`config.mk`:
```
export PLATFORM = sky130hd
export DESIGN_NAME = decode_queue
export DESIGN_NICKNAME = d
export VERILOG_FILES = /design/src/rtl/decode_queue_pkg.sv /design/src/rtl/instr_classifier.sv /design/src/rtl/decode_queue.sv
export SDC_FILE = /design/constraint.sdc
export NUM_CORES = 1
export LEC_CHECK = 0
export CORE_MARGIN = 2
export CORE_UTILIZATION = 30
export DETAILED_ROUTE_END_ITERATION = 10
export GPL_ROUTABILITY_DRIVEN = 0
export MAX_ROUTING_LAYER = met4
export SYNTH_ARGS = -nofsm -noshare
export SYNTH_HDL_FRONTEND = slang
export SYNTH_SLANG_ARGS = --single-unit
```
`constraint.sdc`:
```
create_clock -name clk -period 4.96 [get_ports clk]
set_input_delay 0.744 -clock clk [delete_from_list [all_inputs] [get_ports clk]]
set_output_delay 0.744 -clock clk [all_outputs]
set_load 0.01 [all_outputs]
```
`src/rtl/decode_queue_pkg.sv`:
```
// rtl/decode_queue_pkg.sv - shared decode constants for the decode queue and pipeline
// Instruction numbers, class codes, exception codes and instruction field ranges.
package decode_queue_pkg;

  localparam int OP_HI   = 31;
  localparam int OP_LO   = 26;
  localparam int RS_HI   = 25;
  localparam int RS_LO   = 21;
  localparam int RT_HI   = 20;
  localparam int RT_LO   = 16;
  localparam int FUNC_HI = 5;
  localparam int FUNC_LO = 0;

  localparam int TYPE_NONE   = 0;
  localparam int TYPE_CALR   = 1;
  localparam int TYPE_CALI   = 2;
  localparam int TYPE_LD     = 3;
  localparam int TYPE_ST     = 4;
  localparam int TYPE_BRANCH = 5;
  localparam int TYPE_J      = 6;
  localparam int TYPE_JAL    = 7;
  localparam int TYPE_JR     = 8;
  localparam int TYPE_JALR   = 9;
  localparam int TYPE_CP0    = 10;

  localparam int EXC_NONE = 0;
  localparam int EXC_ADEL = 4;
  localparam int EXC_RI   = 10;

  // Numbers are grouped by class so irn_class can map them by range.
  localparam int IRN_NONE  = 0;
  localparam int IRN_ADD   = 1;
  localparam int IRN_ADDU  = 2;
  localparam int IRN_SUB   = 3;
  localparam int IRN_SUBU  = 4;
  localparam int IRN_AND   = 5;
  localparam int IRN_OR    = 6;
  localparam int IRN_XOR   = 7;
  localparam int IRN_NOR   = 8;
  localparam int IRN_SLT   = 9;
  localparam int IRN_SLTU  = 10;
  localparam int IRN_SLL   = 11;
  localparam int IRN_SRL   = 12;
  localparam int IRN_SRA   = 13;
  localparam int IRN_SLLV  = 14;
  localparam int IRN_SRLV  = 15;
  localparam int IRN_SRAV  = 16;
  localparam int IRN_MULT  = 17;
  localparam int IRN_MULTU = 18;
  localparam int IRN_DIV   = 19;
  localparam int IRN_DIVU  = 20;
  localparam int IRN_MTHI  = 21;
  localparam int IRN_MTLO  = 22;
  localparam int IRN_MFHI  = 23;
  localparam int IRN_MFLO  = 24;
  localparam int IRN_ADDI  = 25;
  localparam int IRN_ADDIU = 26;
  localparam int IRN_ANDI  = 27;
  localparam int IRN_ORI   = 28;
  localparam int IRN_XORI  = 29;
  localparam int IRN_LUI   = 30;
  localparam int IRN_SLTI  = 31;
  localparam int IRN_SLTIU = 32;
  localparam int IRN_LB    = 33;
  localparam int IRN_LBU   = 34;
  localparam int IRN_LH    = 35;
  localparam int IRN_LHU   = 36;
  localparam int IRN_LW    = 37;
  localparam int IRN_SB    = 38;
  localparam int IRN_SH    = 39;
  localparam int IRN_SW    = 40;
  localparam int IRN_BEQ   = 41;
  localparam int IRN_BNE   = 42;
  localparam int IRN_BLEZ  = 43;
  localparam int IRN_BGTZ  = 44;
  localparam int IRN_BLTZ  = 45;
  localparam int IRN_BGEZ  = 46;
  localparam int IRN_J     = 47;
  localparam int IRN_JAL   = 48;
  localparam int IRN_JR    = 49;
  localparam int IRN_JALR  = 50;
  localparam int IRN_ERET  = 51;
  localparam int IRN_MTC0  = 52;
  localparam int IRN_MFC0  = 53;

  function automatic int irn_class(input int irn);
    if (irn >= IRN_ADD && irn <= IRN_MFLO)        return TYPE_CALR;
    else if (irn >= IRN_ADDI && irn <= IRN_SLTIU) return TYPE_CALI;
    else if (irn >= IRN_LB && irn <= IRN_LW)      return TYPE_LD;
    else if (irn >= IRN_SB && irn <= IRN_SW)      return TYPE_ST;
    else if (irn >= IRN_BEQ && irn <= IRN_BGEZ)   return TYPE_BRANCH;
    else if (irn == IRN_J)                        return TYPE_J;
    else if (irn == IRN_JAL)                      return TYPE_JAL;
    else if (irn == IRN_JR)                       return TYPE_JR;
    else if (irn == IRN_JALR)                     return TYPE_JALR;
    else if (irn >= IRN_ERET && irn <= IRN_MFC0)  return TYPE_CP0;
    else                                          return TYPE_NONE;
  endfunction

endpackage

```
`src/rtl/instr_classifier.sv`:
```
// rtl/instr_classifier.sv - combinational MIPS-C instruction decode into number, class and exception
// CP0 instructions (eret/mtc0/mfc0) decode only when DECODE_CP0_INSTR_EN is defined.
module instr_classifier
  import decode_queue_pkg::*;
#(
  parameter int IRN_W  = 6,
  parameter int TYPE_W = 4
) (
  input  logic [31:0]       i_ir,
  input  logic [31:0]       i_pc,
  output logic [IRN_W-1:0]  o_irn,
  output logic [TYPE_W-1:0] o_type,
  output logic [4:0]        o_exc
);

  logic [5:0] w_op;
  logic [5:0] w_func;
  logic [4:0] w_rs;
  logic [4:0] w_rt;
  logic       w_unused_bits;
  int         w_irn;

  assign w_op          = i_ir[OP_HI:OP_LO];
  assign w_func        = i_ir[FUNC_HI:FUNC_LO];
  assign w_rs          = i_ir[RS_HI:RS_LO];
  assign w_rt          = i_ir[RT_HI:RT_LO];
  assign w_unused_bits = ^{i_pc[31:2], i_ir[15:6]};

  always_comb begin
    w_irn = IRN_NONE;
    case (w_op)
      6'b000000: begin
        case (w_func)
          6'b100000: w_irn = IRN_ADD;
          6'b100001: w_irn = IRN_ADDU;
          6'b100010: w_irn = IRN_SUB;
          6'b100011: w_irn = IRN_SUBU;
          6'b100100: w_irn = IRN_AND;
          6'b100101: w_irn = IRN_OR;
          6'b100110: w_irn = IRN_XOR;
          6'b100111: w_irn = IRN_NOR;
          6'b101010: w_irn = IRN_SLT;
          6'b101011: w_irn = IRN_SLTU;
          6'b000000: w_irn = IRN_SLL;
          6'b000010: w_irn = IRN_SRL;
          6'b000011: w_irn = IRN_SRA;
          6'b000100: w_irn = IRN_SLLV;
          6'b000110: w_irn = IRN_SRLV;
          6'b000111: w_irn = IRN_SRAV;
          6'b011000: w_irn = IRN_MULT;
          6'b011001: w_irn = IRN_MULTU;
          6'b011010: w_irn = IRN_DIV;
          6'b011011: w_irn = IRN_DIVU;
          6'b010001: w_irn = IRN_MTHI;
          6'b010011: w_irn = IRN_MTLO;
          6'b010000: w_irn = IRN_MFHI;
          6'b010010: w_irn = IRN_MFLO;
          6'b001000: w_irn = IRN_JR;
          6'b001001: w_irn = IRN_JALR;
          default:   w_irn = IRN_NONE;
        endcase
      end
      6'b000001: begin
        if (w_rt == 5'b00000)      w_irn = IRN_BLTZ;
        else if (w_rt == 5'b00001) w_irn = IRN_BGEZ;
        else                       w_irn = IRN_NONE;
      end
      6'b000010: w_irn = IRN_J;
      6'b000011: w_irn = IRN_JAL;
      6'b000100: w_irn = IRN_BEQ;
      6'b000101: w_irn = IRN_BNE;
      6'b000110: w_irn = IRN_BLEZ;
      6'b000111: w_irn = IRN_BGTZ;
      6'b001000: w_irn = IRN_ADDI;
      6'b001001: w_irn = IRN_ADDIU;
      6'b001010: w_irn = IRN_SLTI;
      6'b001011: w_irn = IRN_SLTIU;
      6'b001100: w_irn = IRN_ANDI;
      6'b001101: w_irn = IRN_ORI;
      6'b001110: w_irn = IRN_XORI;
      6'b001111: w_irn = IRN_LUI;
      6'b100000: w_irn = IRN_LB;
      6'b100001: w_irn = IRN_LH;
      6'b100011: w_irn = IRN_LW;
      6'b100100: w_irn = IRN_LBU;
      6'b100101: w_irn = IRN_LHU;
      6'b101000: w_irn = IRN_SB;
      6'b101001: w_irn = IRN_SH;
      6'b101011: w_irn = IRN_SW;
      6'b010000: begin
`ifdef DECODE_CP0_INSTR_EN
        if (w_rs == 5'b10000 && w_func == 6'b011000) w_irn = IRN_ERET;
        else if (w_rs == 5'b00100)                   w_irn = IRN_MTC0;
        else if (w_rs == 5'b00000)                   w_irn = IRN_MFC0;
        else                                         w_irn = IRN_NONE;
`else
        w_irn = IRN_NONE;
`endif
      end
      default: w_irn = IRN_NONE;
    endcase
  end

  assign o_irn  = IRN_W'(w_irn);
  assign o_type = TYPE_W'(irn_class(w_irn));

  // A misaligned fetch reports AdEL even when the word is also unrecognised.
  always_comb begin
    o_exc = 5'(EXC_NONE);
    if (i_pc[1:0] != 2'b00)    o_exc = 5'(EXC_ADEL);
    else if (w_irn == IRN_NONE) o_exc = 5'(EXC_RI);
  end

endmodule

```
`src/rtl/decode_queue.sv`:
```
// rtl/decode_queue.sv - decoded-instruction FIFO between fetch and the pipeline
// Decode happens at push time in instr_classifier; DECODE_CP0_INSTR_EN enables CP0 decode there.
module decode_queue
  import decode_queue_pkg::*;
#(
  parameter int DEPTH  = 4,
  parameter int IRN_W  = 6,
  parameter int TYPE_W = 4
) (
  input  logic                   clk,
  input  logic                   reset,
  input  logic                   flush,
  input  logic                   in_valid,
  output logic                   in_ready,
  input  logic [31:0]            in_ir,
  input  logic [31:0]            in_pc,
  input  logic                   in_bd,
  output logic                   out_valid,
  input  logic                   out_ready,
  output logic [31:0]            out_ir,
  output logic [31:0]            out_pc,
  output logic [IRN_W-1:0]       out_irn,
  output logic [TYPE_W-1:0]      out_type,
  output logic                   out_bd,
  output logic [4:0]             out_exc,
  output logic [$clog2(DEPTH):0] count
);

  localparam int AW = $clog2(DEPTH);
  localparam logic [AW:0] DEPTH_C = (AW + 1)'(DEPTH);

  logic [31:0]       r_ir   [DEPTH];
  logic [31:0]       r_pc   [DEPTH];
  logic              r_bd   [DEPTH];
  logic [IRN_W-1:0]  r_irn  [DEPTH];
  logic [TYPE_W-1:0] r_type [DEPTH];
  logic [4:0]        r_exc  [DEPTH];
  logic [AW-1:0]     r_wr_ptr;
  logic [AW-1:0]     r_rd_ptr;
  logic [AW:0]       r_cnt;

  logic [IRN_W-1:0]  w_irn;
  logic [TYPE_W-1:0] w_type;
  logic [4:0]        w_exc;
  logic              w_push;
  logic              w_pop;

  instr_classifier #(
    .IRN_W  (IRN_W),
    .TYPE_W (TYPE_W)
  ) u_classifier (
    .i_ir   (in_ir),
    .i_pc   (in_pc),
    .o_irn  (w_irn),
    .o_type (w_type),
    .o_exc  (w_exc)
  );

  assign in_ready  = (r_cnt != DEPTH_C);
  assign out_valid = (r_cnt != '0);
  assign count     = r_cnt;
  assign w_push    = in_valid && in_ready && !flush;
  assign w_pop     = out_valid && out_ready && !flush;

  always_ff @(posedge clk) begin
    if (reset) begin
      r_wr_ptr <= '0;
      r_rd_ptr <= '0;
      r_cnt    <= '0;
      for (int i = 0; i < DEPTH; i++) begin
        r_ir[i]   <= '0;
        r_pc[i]   <= '0;
        r_bd[i]   <= 1'b0;
        r_irn[i]  <= '0;
        r_type[i] <= '0;
        r_exc[i]  <= '0;
      end
    end else if (flush) begin
      r_wr_ptr <= '0;
      r_rd_ptr <= '0;
      r_cnt    <= '0;
    end else begin
      if (w_push) begin
        r_ir[r_wr_ptr]   <= in_ir;
        r_pc[r_wr_ptr]   <= in_pc;
        r_bd[r_wr_ptr]   <= in_bd;
        r_irn[r_wr_ptr]  <= w_irn;
        r_type[r_wr_ptr] <= w_type;
        r_exc[r_wr_ptr]  <= w_exc;
        r_wr_ptr         <= r_wr_ptr + 1'b1;
      end
      if (w_pop) r_rd_ptr <= r_rd_ptr + 1'b1;
      case ({w_push, w_pop})
        2'b10:   r_cnt <= r_cnt + 1'b1;
        2'b01:   r_cnt <= r_cnt - 1'b1;
        default: r_cnt <= r_cnt;
      endcase
    end
  end

  assign out_ir   = r_ir[r_rd_ptr];
  assign out_pc   = r_pc[r_rd_ptr];
  assign out_bd   = r_bd[r_rd_ptr];
  assign out_irn  = r_irn[r_rd_ptr];
  assign out_type = r_type[r_rd_ptr];
  assign out_exc  = r_exc[r_rd_ptr];

endmodule

```
==> summary.txt, run 1 <==
Post-route antenna net violation count: 0
Largest net degree at the start of global routing: 90
Post-synth EDFFs: 308
Worst-path maximum fanout: 11
Clk root buf: clkbuf_16
Initial DRC Count: 579
Power Density: 346 nW/um^2
Cell with the most instances after synthesis: edfxtp_1
Chip Height: 223 um
Fin area: 17800 um^2
Worst endpoint data arrival time: 3850 ps
Max capacitance violation total: 0
Yosys cell types: 73
Dpl cell area: 16700 um^2
DRT Pass-1 Iters: 5
Synth area leader: edfxtp_1
Initial antenna violation count: 0
Clk pin slew, worst setup/hold paths: 60 ps
Critical path class: in -> reg
Min-delay src: count[2]$_SDFFE_PP0P_
Crit path to: r_type[0][0]$_SDFFCE_PN0P_
Post-Syn Area: 14400 um^2
Slew @ Worst Pin: 1040 ps
Status: finished clean
Clk_skew: 18.4 ps
Setup_tns: 0 ps
Ratio of cells with drive above 1 in the final layout: 14.1%
Cells after DPL: 1741
Min-delay worst type: reg -> reg
CTS tree: built
Fillers: 4536
Synth top area cells: edfxtp_1 64%, mux4_2 12%, nor2_1 4.8%
Maximum clock path buffer count: 3
Cts repair resizes: 0
Fmax: 278 MHz
CORE AREA: 47600 um^2
Place WS: 830 ps
Inserted Clock Buffers: 36
Final net count: 1243
Post-DP HPWL: 21.1 mm
R2R setup slack: 2140 ps
Async SR Flop Fraction: 0%
# hold bufs at CTS: 0
Drt via density: 4.84
Post-route setup slack: 1360 ps
Total GRT Usage: 14.8%
Leakage: 6.69 nW
First-pass GRT wire length: 54.3 mm
Synth top cells by count: 308 x edfxtp_1, 186 x nor2_1, 79 x nand2_1, 77 x mux4_2, 73 x inv_1
Non-filler instance count after layout: 1805
Die X: 223 um
# rows: 80
#FFs+latches synth: 317
Final Cycle Share: 72.6%
GRT Residual Overflow: 0
DRC Markers: 0
Final setup fails: 0
Multi-input logic area: 4430 um^2
CP Launch Type: input pin
Hold slack final: 538 ps
Syn. warnings: 0
Req. time, crit path: 5210 ps
Clock Sinks: 317
Core Util, Final: 37.3%
Vias in the first global route: 9094
Worst R2R End: r_pc[1][12]$_SDFFCE_PN0P_
Clk_lat worst skew: 530 ps
Maximum VDD drop: 0.183 mV
Sequential-to-total area share from yosys stat: 65.3%
IO buf count: 152
Final Max Slew Viols: 0
Initial core utilization: 30.3%
Count of final hold-check violations: 0
ANT cells: 0
Final Total Pwr: 6.15 mW
Worst reg2reg path startpoint: r_wr_ptr[0]$_SDFFE_PP0P_
Layout area overhead: 23.2%
CP endpoint kind: flop
Post-Syn Instances: 1032
Post-CTS Setup Bufs: 0
H-tree depth: 2
Yosys top cell area share: 64.1%
Post-synthesis area per instance: 14.0 um^2
Register area: 9440 um^2
Rel. slew slack: 31.0%
Routed wire length: 35.6 mm
Die ar.: 49900 um^2
I/O pin cnt: 155
Min Tclk post-route: 3600 ps
R2r worst-path depth: 4
Wire length per cell: 19.7 um
Unrepaired setup endpoints after global routing: false
Critical path startpoint: in_ir[0]
DR vias: 8731
Ys flop type: edfxtp_1
[kinds of logic (layout without fill, tap and decap cells)]
kind of cell    after synthesis  after routing  share of synthesized area (%)
flops                       317            317                           65.3
other cells                   1              2                         0.0260
buf+inv                     150            307                           4.43
simple gates                406            406                           13.4
xor+xnor                      9              9                          0.546
compound gates               62             62                           3.30
fa+ha+maj                     9              9                          0.832
mux                          78             78                           12.1
[area by class of cell]
class,count,share of cell area [%]
clock buffers,47,5.42
well taps,615,4.33
clock inverters,17,0.837
repair buffers,170,9.88
inverters,73,1.54
multi-input cells,566,24.9
flip-flops and latches,317,53.1
[flip-flops by register name, indices dropped and copies added (netlist names), named ones only]
register and flops:
count 3, r_bd 4, r_type 16, r_ir 128, r_exc 8, r_wr_ptr 2, r_pc 128, r_rd_ptr 2
r_irn 24
[cells in the final DEF, fill, tap and decap left out, drive strengths merged, types with 3 or more instances in the layout]
master | netlist | layout
edfxtp | 308 | 308
nor2 | 186 | 186
clkdlybuf4s50 | 0 | 152
nand2 | 81 | 81
mux4 | 77 | 77
inv | 73 | 73
and3 | 69 | 69
clkbuf | 48 | 47
buf | 29 | 18
clkinv | 0 | 13
a21oi | 12 | 12
nor2b | 11 | 11
o21ai | 9 | 9
nor3 | 9 | 9
dfxtp | 9 | 9
nand2b | 9 | 9
nand3 | 8 | 8
ha | 8 | 8
xor2 | 6 | 6
and2 | 6 | 6
o211ai | 6 | 6
a21o | 5 | 5
nand3b | 4 | 4
a31oi | 4 | 4
or3 | 4 | 4
or2 | 4 | 4
a211oi | 4 | 4
xnor2 | 3 | 3
nor3b | 3 | 3
o22ai | 3 | 3
bufinv | 0 | 3
nor4 | 3 | 3
[report_power, final]
part | switching [mW] | internal, mW
Clock | 1.03 | 1.52
Sequential | 0.0305 | 3.05
Combinational | 0.286 | 0.230
[layer usage]
metal | vias to the layer above | GRT usage [%] | part of all wire, %
li1 | 4028 | - | -
met1 | 4407 | 19.3 | 45
met2 | 255 | 23.8 | 48
met3 | 41 | 2.62 | 5.9
met4 | 0 | 4.26 | 1.8
met5 | - | - | 0
[worst min path at each step]
stage / cells after the start / endpoint / slack [ps]
final: 2 / count[2]$_SDFFE_PP0P_ / 540
after global routing: 2 / flop / 570
after CTS: 2 / count[2]$_SDFFE_PP0P_ / 530
after detailed placement: 2 / count[2]$_SDFFE_PP0P_ / 520
after global placement: 2 / flop / 510
after floorplan: 2 / flop / 480
[worst max-delay path: stages]
cell and delay (ps):
clkdlybuf4s50_1 660, inv_1 160, ha_1 360, or4b_1 530, a21o_1 190, a31o_1 170, o2111a_1 250, a311o_1 390
a31oi_1 310, nor2_1 90
No activity file was read; power rests on OpenSTA's default activity.
==> run 2: changes to the inputs <==
==> constraint.sdc (replaced) <==
create_clock -name clk -period 3.5 [get_ports clk]
set_input_delay 0.525 -clock clk [delete_from_list [all_inputs] [get_ports clk]]
set_output_delay 0.525 -clock clk [all_outputs]
set_load 0.01 [all_outputs]
==> run 2 against run 1 <==
Against the previous run: combinational power rose by 49%; sequential share of layout area shrank 1.0 points; first-iteration DRC count is 16% higher; clock skew rose by 2.8 ps; non-clock buffer count up 37; total power up 44%; critical endpoint unchanged; largest cell class unchanged; highest routed layer unchanged.
==> summary.txt, run 2 (synthesis gave the netlist of run 1 again) <==
Status: finished clean
Vias in the first global route: 9193 (+1.1%)
GRT Residual Overflow: 0 (unchanged)
Post-route antenna net violation count: 0 (unchanged)
Crit path to: r_type[0][0]$_SDFFCE_PN0P_
Final net count: 1280 (+3.0%)
DRC Markers: 0 (unchanged)
R2r worst-path depth: 10 (+6)
CTS tree: built
Min Tclk post-route: 3020 ps
Place WS: -56.0 ps (-886 ps)
DRT Pass-1 Iters: 4 (-1)
Dpl cell area: 17000 um^2 (+1.8%)
Clk_skew: 21.1 ps (+2.77 ps)
CORE AREA: 47600 um^2 (unchanged)
Fin area: 18100 um^2 (+2.0%)
Comb power frac: 8.7% (+0.3 points)
Clock Sinks: 317 (unchanged)
DR vias: 8907 (+2.0%)
Cts repair resizes: 0 (unchanged)
Switch share: 22.3% (+0.37 points)
Commonest non-fill, non-tap cell in the layout: edfxtp_1
Clk pin slew, worst setup/hold paths: 60 ps (about the same)
CP Launch Type: input pin
Wire length per cell: 20.0 um (+1.3%)
H-tree depth: 2 (unchanged)
Clk root buf: clkbuf_16
Int Pwr: 6.88 mW (+43%)
First-pass GRT wire length: 55.9 mm (+3.0%)
Ratio of cells with drive above 1 in the final layout: 17.2% (+3.1 points)
Net Switching: 1.97 mW (+47%)
Layout area overhead: 25.6%
# rows: 80 (unchanged)
Count of final hold-check violations: 0 (unchanged)
Power Density: 488 nW/um^2 (+41%)
Slowest stage delay, CP: 520 ps (-140 ps)
Final Max Slew Viols: 0 (unchanged)
Initial core utilization: 30.3% (unchanged)
Worst R2R End: count[2]$_SDFFE_PP0P_
Initial DRC Count: 669 (+16%)
Final setup fails: 0 (unchanged)
Register area: 9440 um^2 (unchanged)
Final Total Pwr: 8.86 mW (+44%)
Top flop regs: r_ir: 128 flops, r_pc: 128 flops, r_irn: 24 flops
Sequential power share: 49.3% (-0.8 points)
Clock share of power: 42.1% (+0.6 points)
Fmax: 331 MHz
R2R setup slack: 1210 ps (-930 ps)
Leakage: 6.91 nW (+3.2%)
Req. time, crit path: 3780 ps (-1430 ps)
Rel. slew slack: 53.0% (+22 points)
Drt via density: 4.83 (-0.14%)
Clk_lat worst skew: 540 ps (about the same)
Routed wire length: 36.8 mm (+3.5%)
Cell breakdown of the critical path: clkdlybuf4s50_1, inv_1, ha_1, or4b_1, a21o_1, a31o_1, o2111a_1, a311o_1, a31oi_1, nor2_1
Worst-path maximum fanout: 7 (-4)
Total GRT Usage: 15.4% (+0.54 points)
Post-route setup slack: 480 ps (-879 ps)
Maximum VDD drop: 0.298 mV (+64%)
Largest net degree at the start of global routing: 80 (-11%)
Final Cycle Share: 86.3%
Worst reg2reg path startpoint: count[0]$_SDFFE_PP0P_
Initial antenna violation count: 2 (+2)
Die ar.: 49900 um^2 (unchanged)
Crit-path slowest cell: or4b_1
Maximum clock path buffer count: 3 (unchanged)
Chip Height: 223 um (unchanged)
IO buf count: 152 (unchanged)
Max capacitance violation total: 0 (unchanged)
Post-CTS Setup Bufs: 0 (unchanged)
Critical path startpoint: in_ir[0]
# hold bufs at CTS: 0 (unchanged)
Die X: 223 um (unchanged)
Critical path class: in -> reg
Multi-input logic area: 4430 um^2 (unchanged)
I/O pin cnt: 155 (unchanged)
Inserted Clock Buffers: 36 (unchanged)
Unrepaired setup endpoints after global routing: false
Post-DP HPWL: 22.5 mm (+6.6%)
Fillers: 4548 (+0.26%)
CP endpoint kind: flop
Worst endpoint data arrival time: 3300 ps (-550 ps)
Highest-count cells in the layout ignoring fill and taps: 308 x edfxtp_1, 184 x nor2_1, 152 x clkdlybuf4s50_1, 79 x nand2_1, 77 x mux4_2
Core Util, Final: 38.1% (+0.74 points)
Slew @ Worst Pin: 706 ps (-330 ps)
Min-delay worst type: reg -> reg
-- run 2: metal layers --
metal / routed length, um / global-route usage [%]
met1: 16500 / 20.5
met2: 17200 / 23.7
met3: 2320 / 3.58
met4: 739 / 4.04
met5: 0 / -
-- run 2: metrics by stage --
step	setup TNS, ps	hold WS, ps	instances
after detailed placement	-221	516	1778
after global routing	0	576	1844
after global placement	0	507	1778
after CTS	0	527	1843
final	0	534	1844
after floorplan	0	485	1033
-- run 2: worst min path at each step --
stage | from | end | slack, ps | cells past startpoint
5_1_grt | r_rd_ptr[1]$_SDFFE_PP0P_ | flop | 580 | 2
3_5_place_dp | count[2]$_SDFFE_PP0P_ | count[2]$_SDFFE_PP0P_ | 520 | 2
6_report | count[2]$_SDFFE_PP0P_ | count[2]$_SDFFE_PP0P_ | 530 | 2
4_1_cts | count[2]$_SDFFE_PP0P_ | count[2]$_SDFFE_PP0P_ | 530 | 2
2_1_floorplan | r_rd_ptr[1]$_SDFFE_PP0P_ | flop | 480 | 2
3_3_place_gp | r_rd_ptr[1]$_SDFFE_PP0P_ | flop | 510 | 2
-- run 2: power groups by stage --
stage                     Clock [mW]  Combinational [mW]  Sequential [mW]
after floorplan                    0               0.378             4.43
after global routing            3.98               0.829             4.38
after detailed placement           0               0.778             4.45
after global placement             0               0.775             4.44
after CTS                       3.83               0.781             4.37
final                           3.73               0.767             4.36
-- run 2: final cells by class --
type	instances	area share (%)
inverter	73	1.51
timing repair buffer	207	11.4
antenna	1	0.0138
sequential	317	52.0
tap	615	4.24
multi-input combinational	566	24.4
clock inverter	19	0.987
clock buffer	46	5.41
-- run 2: critical path, delay by kind of cell --
kind	cells	cell delay (ps)
adders and majority gates	1	320
buffers and inverters	2	560
AOI/OAI and AO/OA	5	1260
and+or+nand+nor	2	620
